## config.mk

```make
export PLATFORM = sky130hd
export DESIGN_NAME = mem_host_ctrl_flat
export DESIGN_NICKNAME = d
export VERILOG_FILES = /design/src/rtl/mem_host_ctrl_pkg.sv /design/src/rtl/mem_host_ctrl_if.sv /design/src/rtl/host_lat_ctr.sv /design/src/rtl/mem_host_ctrl.sv /design/src/flat_wrapper.sv
export SDC_FILE = /design/constraint.sdc
export NUM_CORES = 1
export LEC_CHECK = 0
export BUFFER_PORTS_ARGS = -buffer_cell sky130_fd_sc_hd__buf_2
export CAP_MARGIN = 0
export CORE_ASPECT_RATIO = 2
export CORE_MARGIN = 3
export CORE_UTILIZATION = 65
export CTS_BUF_LIST = sky130_fd_sc_hd__clkbuf_8
export DETAILED_ROUTE_END_ITERATION = 10
export PLACE_DENSITY = 0.88
export SETUP_SLACK_MARGIN = 0.2
export SYNTH_ARGS = -nofsm -noshare
export SYNTH_HDL_FRONTEND = slang
export SYNTH_HIERARCHICAL = 1
export SYNTH_SLANG_ARGS = --single-unit
```

## constraint.sdc

```tcl
create_clock -name clk -period 8.1 [get_ports clk]
set_input_delay 1.215 -clock clk [delete_from_list [all_inputs] [get_ports clk]]
set_output_delay 1.215 -clock clk [all_outputs]
set_load 0.005 [all_outputs]
```

## src/rtl/mem_host_ctrl_pkg.sv

```systemverilog
// Shared definitions for the host-side memory-access sequencer.
// Contents:
//   host_state_e  sequencer states
//   ST_*          processor status codes, shared with the processor and its control block
//   dump_addr()   16-bit wrapping address for the dump window
package mem_host_ctrl_pkg;

    typedef enum logic [2:0] {
        StIdle,
        StLoad,
        StRun,
        StDumpAddr,
        StDumpOut,
        StDone
    } host_state_e;

    localparam logic [1:0] ST_IDLE  = 2'b00;
    localparam logic [1:0] ST_RUN   = 2'b01;
    localparam logic [1:0] ST_WRITE = 2'b10;
    localparam logic [1:0] ST_READ  = 2'b11;

    // The dump window may straddle the top of the address space; wrap mod 2^16.
    function automatic logic [15:0] dump_addr(input logic [15:0] base, input logic [15:0] idx);
        return base + idx;
    endfunction

endpackage

```

## src/rtl/mem_host_ctrl_if.sv

```systemverilog
// Bundle of every non-clock signal around the host sequencer.
// Signal groups:
//   command     start, load_len, dump_base, dump_len, busy, done, error
//   load stream in_data, in_valid, in_ready
//   dump stream out_data, out_valid, out_ready
//   processor   status, data_in, data_addr_in, dm_out, end_process
// Modports:
//   master  the sequencer (drives status/data/handshake outputs)
//   slave   the environment (host, byte streams, processor)
interface mem_host_ctrl_if;

    logic        start;
    logic [15:0] load_len;
    logic [15:0] dump_base;
    logic [15:0] dump_len;

    logic [7:0]  in_data;
    logic        in_valid;
    logic        in_ready;

    logic [7:0]  out_data;
    logic        out_valid;
    logic        out_ready;

    logic [1:0]  status;
    logic [7:0]  data_in;
    logic [15:0] data_addr_in;
    logic [7:0]  dm_out;
    logic        end_process;

    logic        busy;
    logic        done;
    logic        error;

    modport master (
        input  start, load_len, dump_base, dump_len,
        input  in_data, in_valid,
        output in_ready,
        output out_data, out_valid,
        input  out_ready,
        output status, data_in, data_addr_in,
        input  dm_out, end_process,
        output busy, done, error
    );

    modport slave (
        output start, load_len, dump_base, dump_len,
        output in_data, in_valid,
        input  in_ready,
        input  out_data, out_valid,
        output out_ready,
        input  status, data_in, data_addr_in,
        output dm_out, end_process,
        input  busy, done, error
    );

endinterface

```

## src/rtl/host_lat_ctr.sv

```systemverilog
// Loadable down-counter with a terminal indication.
// Ports:
//   clk       system clock
//   rst       synchronous active-high reset
//   load      load load_val (takes priority over counting)
//   load_val  value to load
//   en        count enable
//   tc        high in an enabled cycle whose count is zero
// Loading N gives tc in the (N+1)-th enabled cycle after the load.
module host_lat_ctr #(
    parameter int unsigned Width = 32
) (
    input  logic             clk,
    input  logic             rst,
    input  logic             load,
    input  logic [Width-1:0] load_val,
    input  logic             en,
    output logic             tc
);

    logic [Width-1:0] count_q;

    always_ff @(posedge clk) begin
        if (rst) begin
            count_q <= '0;
        end else if (load) begin
            count_q <= load_val;
        end else if (en && count_q != '0) begin
            count_q <= count_q - Width'(1);
        end
    end

    assign tc = en && (count_q == '0);

endmodule

```

## src/rtl/mem_host_ctrl.sv

```systemverilog
// Host-side sequencer for the processor's external memory-access pins.
// One transaction per start: LOAD a byte image into data memory from address 0,
// RUN the processor until end_process (or timeout), then DUMP a window back out.
// Parameters:
//   RD_LAT   cycles from status=11 + address driven to dm_out valid
//   TIMEOUT  max RUN cycles before abort, 0 disables
// Ports:
//   clk  system clock
//   rst  synchronous active-high reset
//   bus  mem_host_ctrl_if.master: command, load/dump streams, processor pins
// All outputs are registered.
module mem_host_ctrl
    import mem_host_ctrl_pkg::*;
#(
    parameter int unsigned RD_LAT  = 2,
    parameter int unsigned TIMEOUT = 0
) (
    input  logic              clk,
    input  logic              rst,
    mem_host_ctrl_if.master   bus
);

    localparam logic [31:0] RdLatVal   = 32'(RD_LAT);
    localparam logic [31:0] TimeoutVal = (TIMEOUT == 0) ? 32'd0 : 32'(TIMEOUT - 1);

    host_state_e state_q;
    logic [1:0]  status_q;
    logic [7:0]  data_in_q;
    logic [15:0] data_addr_q;
    logic [7:0]  out_data_q;
    logic        out_valid_q;
    logic        in_ready_q;
    logic        busy_q;
    logic        done_q;
    logic        error_q;

    logic [15:0] cnt_q;
    logic [15:0] load_len_q;
    logic [15:0] dump_base_q;
    logic [15:0] dump_len_q;

    logic [15:0] cnt_nxt;
    logic        out_hs;
    logic        lat_load;
    logic [31:0] lat_val;
    logic        lat_en;
    logic        lat_tc;

    assign cnt_nxt = cnt_q + 16'd1;
    assign out_hs  = out_valid_q && bus.out_ready;

    // One counter serves both the RUN timeout and the read-latency wait;
    // the two uses never overlap.
    always_comb begin
        lat_load = 1'b0;
        lat_val  = TimeoutVal;
        unique case (state_q)
            StIdle:    lat_load = bus.start && (bus.load_len == 16'd0);
            StLoad:    lat_load = !in_ready_q;
            StRun: begin
                lat_load = bus.end_process && (dump_len_q != 16'd0);
                lat_val  = RdLatVal;
            end
            StDumpOut: begin
                lat_load = out_hs && (cnt_nxt != dump_len_q);
                lat_val  = RdLatVal;
            end
            default: ;
        endcase
    end

    assign lat_en = ((state_q == StRun) && (TIMEOUT != 0)) || (state_q == StDumpAddr);

    host_lat_ctr #(
        .Width (32)
    ) u_lat_ctr (
        .clk      (clk),
        .rst      (rst),
        .load     (lat_load),
        .load_val (lat_val),
        .en       (lat_en),
        .tc       (lat_tc)
    );

    always_ff @(posedge clk) begin
        if (rst) begin
            state_q     <= StIdle;
            status_q    <= ST_IDLE;
            data_in_q   <= '0;
            data_addr_q <= '0;
            out_data_q  <= '0;
            out_valid_q <= 1'b0;
            in_ready_q  <= 1'b0;
            busy_q      <= 1'b0;
            done_q      <= 1'b0;
            error_q     <= 1'b0;
            cnt_q       <= '0;
            load_len_q  <= '0;
            dump_base_q <= '0;
            dump_len_q  <= '0;
        end else begin
            done_q <= 1'b0;
            unique case (state_q)
                StIdle: begin
                    status_q    <= ST_IDLE;
                    busy_q      <= 1'b0;
                    in_ready_q  <= 1'b0;
                    out_valid_q <= 1'b0;
                    if (bus.start) begin
                        load_len_q  <= bus.load_len;
                        dump_base_q <= bus.dump_base;
                        dump_len_q  <= bus.dump_len;
                        error_q     <= 1'b0;
                        cnt_q       <= '0;
                        busy_q      <= 1'b1;
                        if (bus.load_len != 16'd0) begin
                            state_q    <= StLoad;
                            in_ready_q <= 1'b1;
                        end else begin
                            state_q  <= StRun;
                            status_q <= ST_RUN;
                        end
                    end
                end

                StLoad: begin
                    if (!in_ready_q) begin
                        // Last byte's write cycle has just completed.
                        state_q  <= StRun;
                        status_q <= ST_RUN;
                    end else if (bus.in_valid) begin
                        data_in_q   <= bus.in_data;
                        data_addr_q <= cnt_q;
                        status_q    <= ST_WRITE;
                        cnt_q       <= cnt_nxt;
                        in_ready_q  <= (cnt_nxt != load_len_q);
                    end else begin
                        // No accept: drop out of write mode so stale data is not rewritten.
                        status_q <= ST_IDLE;
                    end
                end

                StRun: begin
                    status_q <= ST_RUN;
                    if (bus.end_process) begin
                        cnt_q <= '0;
                        if (dump_len_q == 16'd0) begin
                            state_q  <= StDone;
                            status_q <= ST_IDLE;
                            done_q   <= 1'b1;
                        end else begin
                            state_q     <= StDumpAddr;
                            status_q    <= ST_READ;
                            data_addr_q <= dump_base_q;
                        end
                    end else if (lat_tc) begin
                        error_q  <= 1'b1;
                        state_q  <= StDone;
                        status_q <= ST_IDLE;
                        done_q   <= 1'b1;
                    end
                end

                StDumpAddr: begin
                    if (lat_tc) begin
                        out_data_q  <= bus.dm_out;
                        out_valid_q <= 1'b1;
                        state_q     <= StDumpOut;
                    end
                end

                StDumpOut: begin
                    if (out_hs) begin
                        out_valid_q <= 1'b0;
                        cnt_q       <= cnt_nxt;
                        if (cnt_nxt == dump_len_q) begin
                            state_q  <= StDone;
                            status_q <= ST_IDLE;
                            done_q   <= 1'b1;
                        end else begin
                            state_q     <= StDumpAddr;
                            data_addr_q <= dump_addr(dump_base_q, cnt_nxt);
                        end
                    end
                end

                StDone: begin
                    status_q <= ST_IDLE;
                    busy_q   <= 1'b0;
                    state_q  <= StIdle;
                end

                default: state_q <= StIdle;
            endcase
        end
    end

    assign bus.status       = status_q;
    assign bus.data_in      = data_in_q;
    assign bus.data_addr_in = data_addr_q;
    assign bus.out_data     = out_data_q;
    assign bus.out_valid    = out_valid_q;
    assign bus.in_ready     = in_ready_q;
    assign bus.busy         = busy_q;
    assign bus.done         = done_q;
    assign bus.error        = error_q;

endmodule

```

## src/flat_wrapper.sv

```systemverilog
// flat-port wrapper written by rule: the top's interface ports become plain ports
module mem_host_ctrl_flat import mem_host_ctrl_pkg::*;
#(
    parameter int unsigned RD_LAT  = 2,
    parameter int unsigned TIMEOUT = 0
)
  (clk, rst, bus_start, bus_load_len, bus_dump_base, bus_dump_len, bus_in_data, bus_in_valid, bus_in_ready, bus_out_data, bus_out_valid, bus_out_ready, bus_status, bus_data_in, bus_data_addr_in, bus_dm_out, bus_end_process, bus_busy, bus_done, bus_error);
  mem_host_ctrl_if bus_i ();
  input  logic clk;
  input  logic rst;
  input wire logic [$bits(bus_i.start)-1:0] bus_start;
  input wire logic [$bits(bus_i.load_len)-1:0] bus_load_len;
  input wire logic [$bits(bus_i.dump_base)-1:0] bus_dump_base;
  input wire logic [$bits(bus_i.dump_len)-1:0] bus_dump_len;
  input wire logic [$bits(bus_i.in_data)-1:0] bus_in_data;
  input wire logic [$bits(bus_i.in_valid)-1:0] bus_in_valid;
  output wire logic [$bits(bus_i.in_ready)-1:0] bus_in_ready;
  output wire logic [$bits(bus_i.out_data)-1:0] bus_out_data;
  output wire logic [$bits(bus_i.out_valid)-1:0] bus_out_valid;
  input wire logic [$bits(bus_i.out_ready)-1:0] bus_out_ready;
  output wire logic [$bits(bus_i.status)-1:0] bus_status;
  output wire logic [$bits(bus_i.data_in)-1:0] bus_data_in;
  output wire logic [$bits(bus_i.data_addr_in)-1:0] bus_data_addr_in;
  input wire logic [$bits(bus_i.dm_out)-1:0] bus_dm_out;
  input wire logic [$bits(bus_i.end_process)-1:0] bus_end_process;
  output wire logic [$bits(bus_i.busy)-1:0] bus_busy;
  output wire logic [$bits(bus_i.done)-1:0] bus_done;
  output wire logic [$bits(bus_i.error)-1:0] bus_error;
  assign bus_i.start = bus_start;
  assign bus_i.load_len = bus_load_len;
  assign bus_i.dump_base = bus_dump_base;
  assign bus_i.dump_len = bus_dump_len;
  assign bus_i.in_data = bus_in_data;
  assign bus_i.in_valid = bus_in_valid;
  assign bus_in_ready = bus_i.in_ready;
  assign bus_out_data = bus_i.out_data;
  assign bus_out_valid = bus_i.out_valid;
  assign bus_i.out_ready = bus_out_ready;
  assign bus_status = bus_i.status;
  assign bus_data_in = bus_i.data_in;
  assign bus_data_addr_in = bus_i.data_addr_in;
  assign bus_i.dm_out = bus_dm_out;
  assign bus_i.end_process = bus_end_process;
  assign bus_busy = bus_i.busy;
  assign bus_done = bus_i.done;
  assign bus_error = bus_i.error;
  mem_host_ctrl #(.RD_LAT(RD_LAT), .TIMEOUT(TIMEOUT)) u_core (.clk(clk), .rst(rst), .bus(bus_i));
endmodule
```

-- After elaboration in Yosys (flattened, before gate mapping)
Cells that the tools add are included.
- output and inout bits: 39
- flip-flop bits (word level): 138
- input port bits: 70
- logic and storage cells: 127
- equality and inequality tests: 21
- add/subtract/negate cells: 3
- reductions and logical operators: 32
- muxes and demuxes: 56
- operators by type and width (kind ; number):
    two-way mux 16 bit ; 11
    two-way mux 32 bit ; 2
    one-hot mux 16 bit (4 select lines) ; 1
    one-hot mux 16 bit (3 select lines) ; 1
    zero test 16 bit ; 2
    zero test 32 bit ; 1
    != test 16 bit ; 2
    nonzero test 16 bit ; 2
    nonzero test 32 bit ; 1
    subtractor 32 x 1 -> 32 bit (second input constant) ; 1
    two-way mux 3 bit ; 8
    two-way mux 2 bit ; 9
    adder 16 x 1 -> 16 bit (second input constant) ; 1
    adder 16 bit ; 1
    equality test 16 bit ; 1
    two-way mux 1 bit ; 16
    one-hot mux 3 bit (5 select lines) ; 1
    != test 2 bit (second input constant) ; 7
    != test 2 x 1 -> 1 bit (second input constant) ; 5
    one-hot mux 2 bit (5 select lines) ; 1
    AND reduction 3 bit ; 3
    one-hot mux 1 bit (2 select lines) ; 4
    nonzero test 2 bit ; 4
    AND reduction 7 bit ; 1
    other kinds (17) ; 26

-- Longest topological paths before layout
- word-level depth: 5
- gate-level depth with buffers: 17
- depth with buffers taken out: 14

-- Cells and area by module
The synthesis kept the hierarchy.
- by module, submodules not included (module ; instances ; cells each ; area an instance (um^2) ; seq. area each (um^2)):
    mem_host_ctrl ; 1 ; 800 ; 6303.5 ; 2122.0
    host_lat_ctr ; 1 ; 249 ; 2006.9 ; 640.6

-- Worst setup path before layout
No wires, ideal clock.
- kind: reg-to-reg
- start: reg u_core.cnt_q[0]
- end: reg u_core.u_lat_ctr.count_q[29]
- arrival time: 3.414 ns
- path slack: 4.598 ns
- library setup time: 0.088 ns
- required time: 8.012 ns
- period minus slack after synthesis: 3.502 ns
- buffers on the path: 4
- stages on the path, launching flop included: 18
- cell sequence: dfxtp_1 > ha_1 > clkbuf_1 > nand3_1 > or2_2 > clkbuf_1 > a221oi_1 > o2111a_1 > nand4_2 > nor2_4 > nor2_1 > a211oi_2 > inv_1 > inv_1 > clkbuf_1 > clkbuf_1 > nor2_1 > a311oi_2
- cells in the longest elaborated chain, start to end: 5
- elaborated cells between the ends (all ways): 6
- classes of those cells: add/sub (1); eq/ne (1); mux (2); reduce/logical (2)
- ends and longest elaborated chain (element ; RTL line ; RTL):
    start: declaration ; mem_host_ctrl.sv:37 ; logic [15:0] cnt_q;
    start signal: assignment ; mem_host_ctrl.sv:135 ; cnt_q <= cnt_nxt;
    start signal: assignment ; mem_host_ctrl.sv:175 ; cnt_q <= cnt_nxt;
    adder 16 x 1 -> 16 bit * ; mem_host_ctrl.sv:49 ; assign cnt_nxt = cnt_q + 16'd1;
    != test 16 bit * ; mem_host_ctrl.sv:65 ; lat_load = out_hs && (cnt_nxt != dump_len_q);
    logical AND 1 bit * ; mem_host_ctrl.sv:65 ;
    one-hot mux 1 bit (4 select lines) * ; mem_host_ctrl.sv:57 ; unique case (state_q)
    net u_core.lat_load ; mem_host_ctrl.sv:44 ; logic lat_load;
    two-way mux 32 bit or nonzero test 2 bit (tied branches) ; - ;
    end signal: assignment ; host_lat_ctr.sv:27 ; count_q <= load_val;
    end signal: assignment ; host_lat_ctr.sv:29 ; count_q <= count_q - Width'(1);
    end: declaration ; host_lat_ctr.sv:21 ; logic [Width-1:0] count_q;
Mark *: on every way through the listed nets, which the timed path passes. The rest lies on a longest branch.
A chain may end at the register's enable or synchronous reset.

-- Worst setup path in the final report
- start: reg u_core.cnt_q[0]
- end: reg u_core.u_lat_ctr.count_q[17]
Same word-level chain as after synthesis.

==> impl_metrics.env <==
export IMPL_tns_ns=0
export IMPL_reg2reg_slack_ns=3.31
export IMPL_count_of_flip_flops_with_a_built_in_enable_after_synthesis=0
export IMPL_synthesis_yosys_warnings=6
export IMPL_synthesis_area_um2=8310
export IMPL_initial_core_util_pct=67.36
export IMPL_routedWlPerCell_um=19.23
export IMPL_netlist_area_leader_share_pct=33.24
export IMPL_slew_limit_headroom_pct=24.58
export IMPL_routed_wl_mm=24.94
export IMPL_post_cts_setup_buffer_count=0
export IMPL_route_detailed_drc=0
export IMPL_placement_rows=57
export IMPL_tritoncts_num_buffers=17
export IMPL_final_max_slew_viol_count=0
export IMPL_synth_lib_cells_used_distinct=84
export IMPL_avg_inst_size_synth_um2=7.922
export IMPL_dp_hpwl_mm=18.48
export IMPL_cp_data_required_time_ns=8.44
export IMPL_start_point_of_the_critical_path="u_core/cnt_q[0]"
export IMPL_die_area_um2=14260
export IMPL_synth_sequential_area_ratio_pct=33.24
export IMPL_buffer_ports_inserted=108
export IMPL_postSynth_topFlopCell="sky130_fd_sc_hd__dfxtp_1"
export IMPL_initial_antenna_violation_count=0
export IMPL_pwr_per_cell_area_nw_per_um2=301.3
export IMPL_min_from="u_core/bus.out_data[2]"
export IMPL_first_global_vias=7927
export IMPL_timing_critical_path_to_type="register"
export IMPL_critPathMaxFanout=34
export IMPL_power_leakage_nw=3.623
export IMPL_postRouteAntennaNets=0
export IMPL_globalRouteOverflowTotal=0
export IMPL_drt_iter0_markers=575
export IMPL_top_level_ports=109
export IMPL_worst_r2r_startpoint="u_core/cnt_q[0]"
export IMPL_sequential_cell_area_um2=2763
export IMPL_postLayoutCoreUtil_pct=75.40
export IMPL_holdBufCountCts=0
export IMPL_finalWeightedCongestion=1.068
export IMPL_clock_insertion_delay_worst_skew_ns=0.46
export IMPL_synthArstFlopShare_pct=0
export IMPL_max_clock_path_buffers=2
export IMPL_floorplan_die_width_um=85.96
export IMPL_cp_arrival_ns=5.13
export IMPL_final_cell_count_no_fill=1297
export IMPL_core_area_um2=12340
export IMPL_final_hold_violation_count=0
export IMPL_htreeDepth=4
export IMPL_tritoncts_clock_tree="yes"
export IMPL_layout_worst_path_cycle_share_pct=59.09
export IMPL_synth_seq_cells=138
export IMPL_cts_root_buf="sky130_fd_sc_hd__clkbuf_8"
export IMPL_placedCellCount=1267
export IMPL_vdd_ir_drop_max_mv=0.2594
export IMPL_grt_max_degree=77
export IMPL_final_nets=1230
export IMPL_grt_first_pass_wirelength_mm=39.35
export IMPL_synth_cells=1049
export IMPL_fin_crit_ns=4.786
export IMPL_setup_violations=0
export IMPL_cts_repair_resize_count=0
export IMPL_fraction_of_final_layout_cells_with_drive_strength_greater_than_1_pct=16.61
export IMPL_status="completed"
export IMPL_synthTopCellsByArea="sky130_fd_sc_hd__dfxtp_1 (33%), sky130_fd_sc_hd__nand2_1 (6.5%), sky130_fd_sc_hd__a21oi_1 (5.7%)"
export IMPL_filler_cell_count=980
export IMPL_antenna_cells_inserted=0
export IMPL_areaGrowthSynthToFinish_pct=11.94
export IMPL_achievable_frequency_mhz=208.9
export IMPL_firstDrtPassIters=5
export IMPL_timing_critical_path_from_type="register"
export IMPL_fp_dieH_um=165.9
export IMPL_multi_input_comb_area_um2=5251
export IMPL_setup_repair_after_global_routing_missed_its_margin="no"
export IMPL_total_clock_sinks=138
export IMPL_vias_per_cell=6.416
export IMPL_cap_viol_max_count=0
export IMPL_worst_slew_pin_slew_ns=1.127
export IMPL_track_usage_pct=34.79
export IMPL_min_path_type="reg -> reg"
export IMPL_synthDominantAreaCellType="sky130_fd_sc_hd__dfxtp_1"
export IMPL_layout_skew_ns=0.01570
export IMPL_path_clk_slew_ns=0.09
export IMPL_worst_setup_path_type="reg -> reg"
export IMPL_detailroute_via_count=8322
cells in the mapped netlist (all sizes together), types with 6 or more instances:
master	number
nor4	27
ha	20
o21a	6
nor2	117
a31oi	6
a2111oi	11
mux2i	11
and3	10
buf	15
nand2	144
o21ai	41
nand3	30
a311oi	16
and4	7
xnor2	45
a22oi	6
clkbuf	57
xor2	12
and2	7
a21oi	95
dfxtp	138
or3	20
nor3	19
inv	26
nand4	15
or4	13
o31ai	7
a221oi	14
a21o	7
nand2b	9
a211oi	33
nor2b	9
worst max-delay path: stages (launching register included):
cell and delay [ns]:
sky130_fd_sc_hd__dfxtp_1 0.60, sky130_fd_sc_hd__ha_1 0.49, sky130_fd_sc_hd__nand2_1 0.15, sky130_fd_sc_hd__nor4_4 0.24, sky130_fd_sc_hd__xor2_1 0.23, sky130_fd_sc_hd__a2111oi_1 0.57, sky130_fd_sc_hd__nand4_2 0.20, sky130_fd_sc_hd__nor2_4 0.17
sky130_fd_sc_hd__nor2_1 0.08, sky130_fd_sc_hd__a211oi_2 0.24, sky130_fd_sc_hd__inv_1 0.36, sky130_fd_sc_hd__inv_1 0.48, sky130_fd_sc_hd__buf_4 0.41, sky130_fd_sc_hd__nor2_1 0.08, sky130_fd_sc_hd__a2111oi_0 0.35
through the flow:
step	area (um^2)	hold slack [ns]	setup WS [ns]	power [W]
finish	9303	0.4546	3.314	0.002803
global route	9303	0.4805	2.850	0.002974
CTS	9303	0.4553	3.419	0.002781
detailed placement	8880	0.4441	3.449	0.002162
global placement	8880	0.4398	3.598	0.002134
floorplan	8423	0.4481	4.598	0.001871
sequential cells by signal (all words and copies together), names as in the netlist:
name                      flops
u_core/u_lat_ctr/count_q     32
u_core/bus.done               1
u_core/load_len_q            16
u_core/bus.out_data           8
u_core/bus.data_addr_in      16
u_core/bus.in_ready           1
u_core/bus.out_valid          1
u_core/bus.error              1
u_core/state_q                3
u_core/bus.data_in            8
u_core/bus.status             2
u_core/dump_len_q            16
u_core/bus.busy               1
u_core/cnt_q                 16
u_core/dump_base_q           16
cells by family (layout without fill, tap and decap cells):
group / count (synthesis) / count (layout) / share of synthesized area (%)
other: 1 / 31 / 0.04512
and+or+nand+nor: 446 / 446 / 27.66
buffers and inverters: 99 / 170 / 5.074
adders and majority gates: 21 / 21 / 3.252
DFF: 138 / 138 / 33.24
muxes: 12 / 12 / 1.460
xor gates and xnor gates: 57 / 57 / 6.098
AOI/OAI and AO/OA: 275 / 275 / 23.17
report_power, final:
part	switching (W)	total (W)	leakage [nW]	internal [W]
clock	0.000275	0.000615	0.212	0.000340
sequential	0.000208	0.00104	1.13	0.000835
combinational	0.000714	0.00115	2.29	0.000431
layout make-up:
class / count / share of cell area [%]
multi-input cells: 842 / 56.45
flip-flops and latches: 138 / 29.70
repair buffers: 113 / 6.241
clock buffers: 18 / 2.663
well taps: 147 / 1.977
clock inverters: 12 / 1.883
inverters: 27 / 1.089
layer usage:
layer | global-route usage (%) | up-vias | routed length (um)
met4 | 25.16 | 0 | 2006
met1 | 34.90 | 3866 | 8355
met2 | 61.65 | 371 | 13100
li1 | - | 3952 | -
met3 | 6.604 | 133 | 1477
met5 | 0 | - | 0
worst paths after layout:
check | end | depth (start not counted)
worst max-delay path | u_core/u_lat_ctr/count_q[17] | 14
worst max register to register | u_core/u_lat_ctr/count_q[17] | 14
worst min-delay path | u_core/bus.out_data[2] | 2
worst min register to register | u_core/bus.out_data[2] | 2
cell usage in the layout, fill, tap and decap left out, drive strengths merged, types with 10 or more instances in the layout:
cell type  count
or4           13
ha            20
a221oi        14
a311oi        16
nand2        144
buf          113
inv           28
nor2         117
a21oi         95
mux2i         11
nand3         30
nor3          19
xor2          12
a2111oi       11
nor4          27
clkbuf        18
or3           20
conb          31
o21ai         41
a211oi        33
xnor2         45
nand4         15
and3          10
dfxtp        138
(Power assumes the default switching activity.)
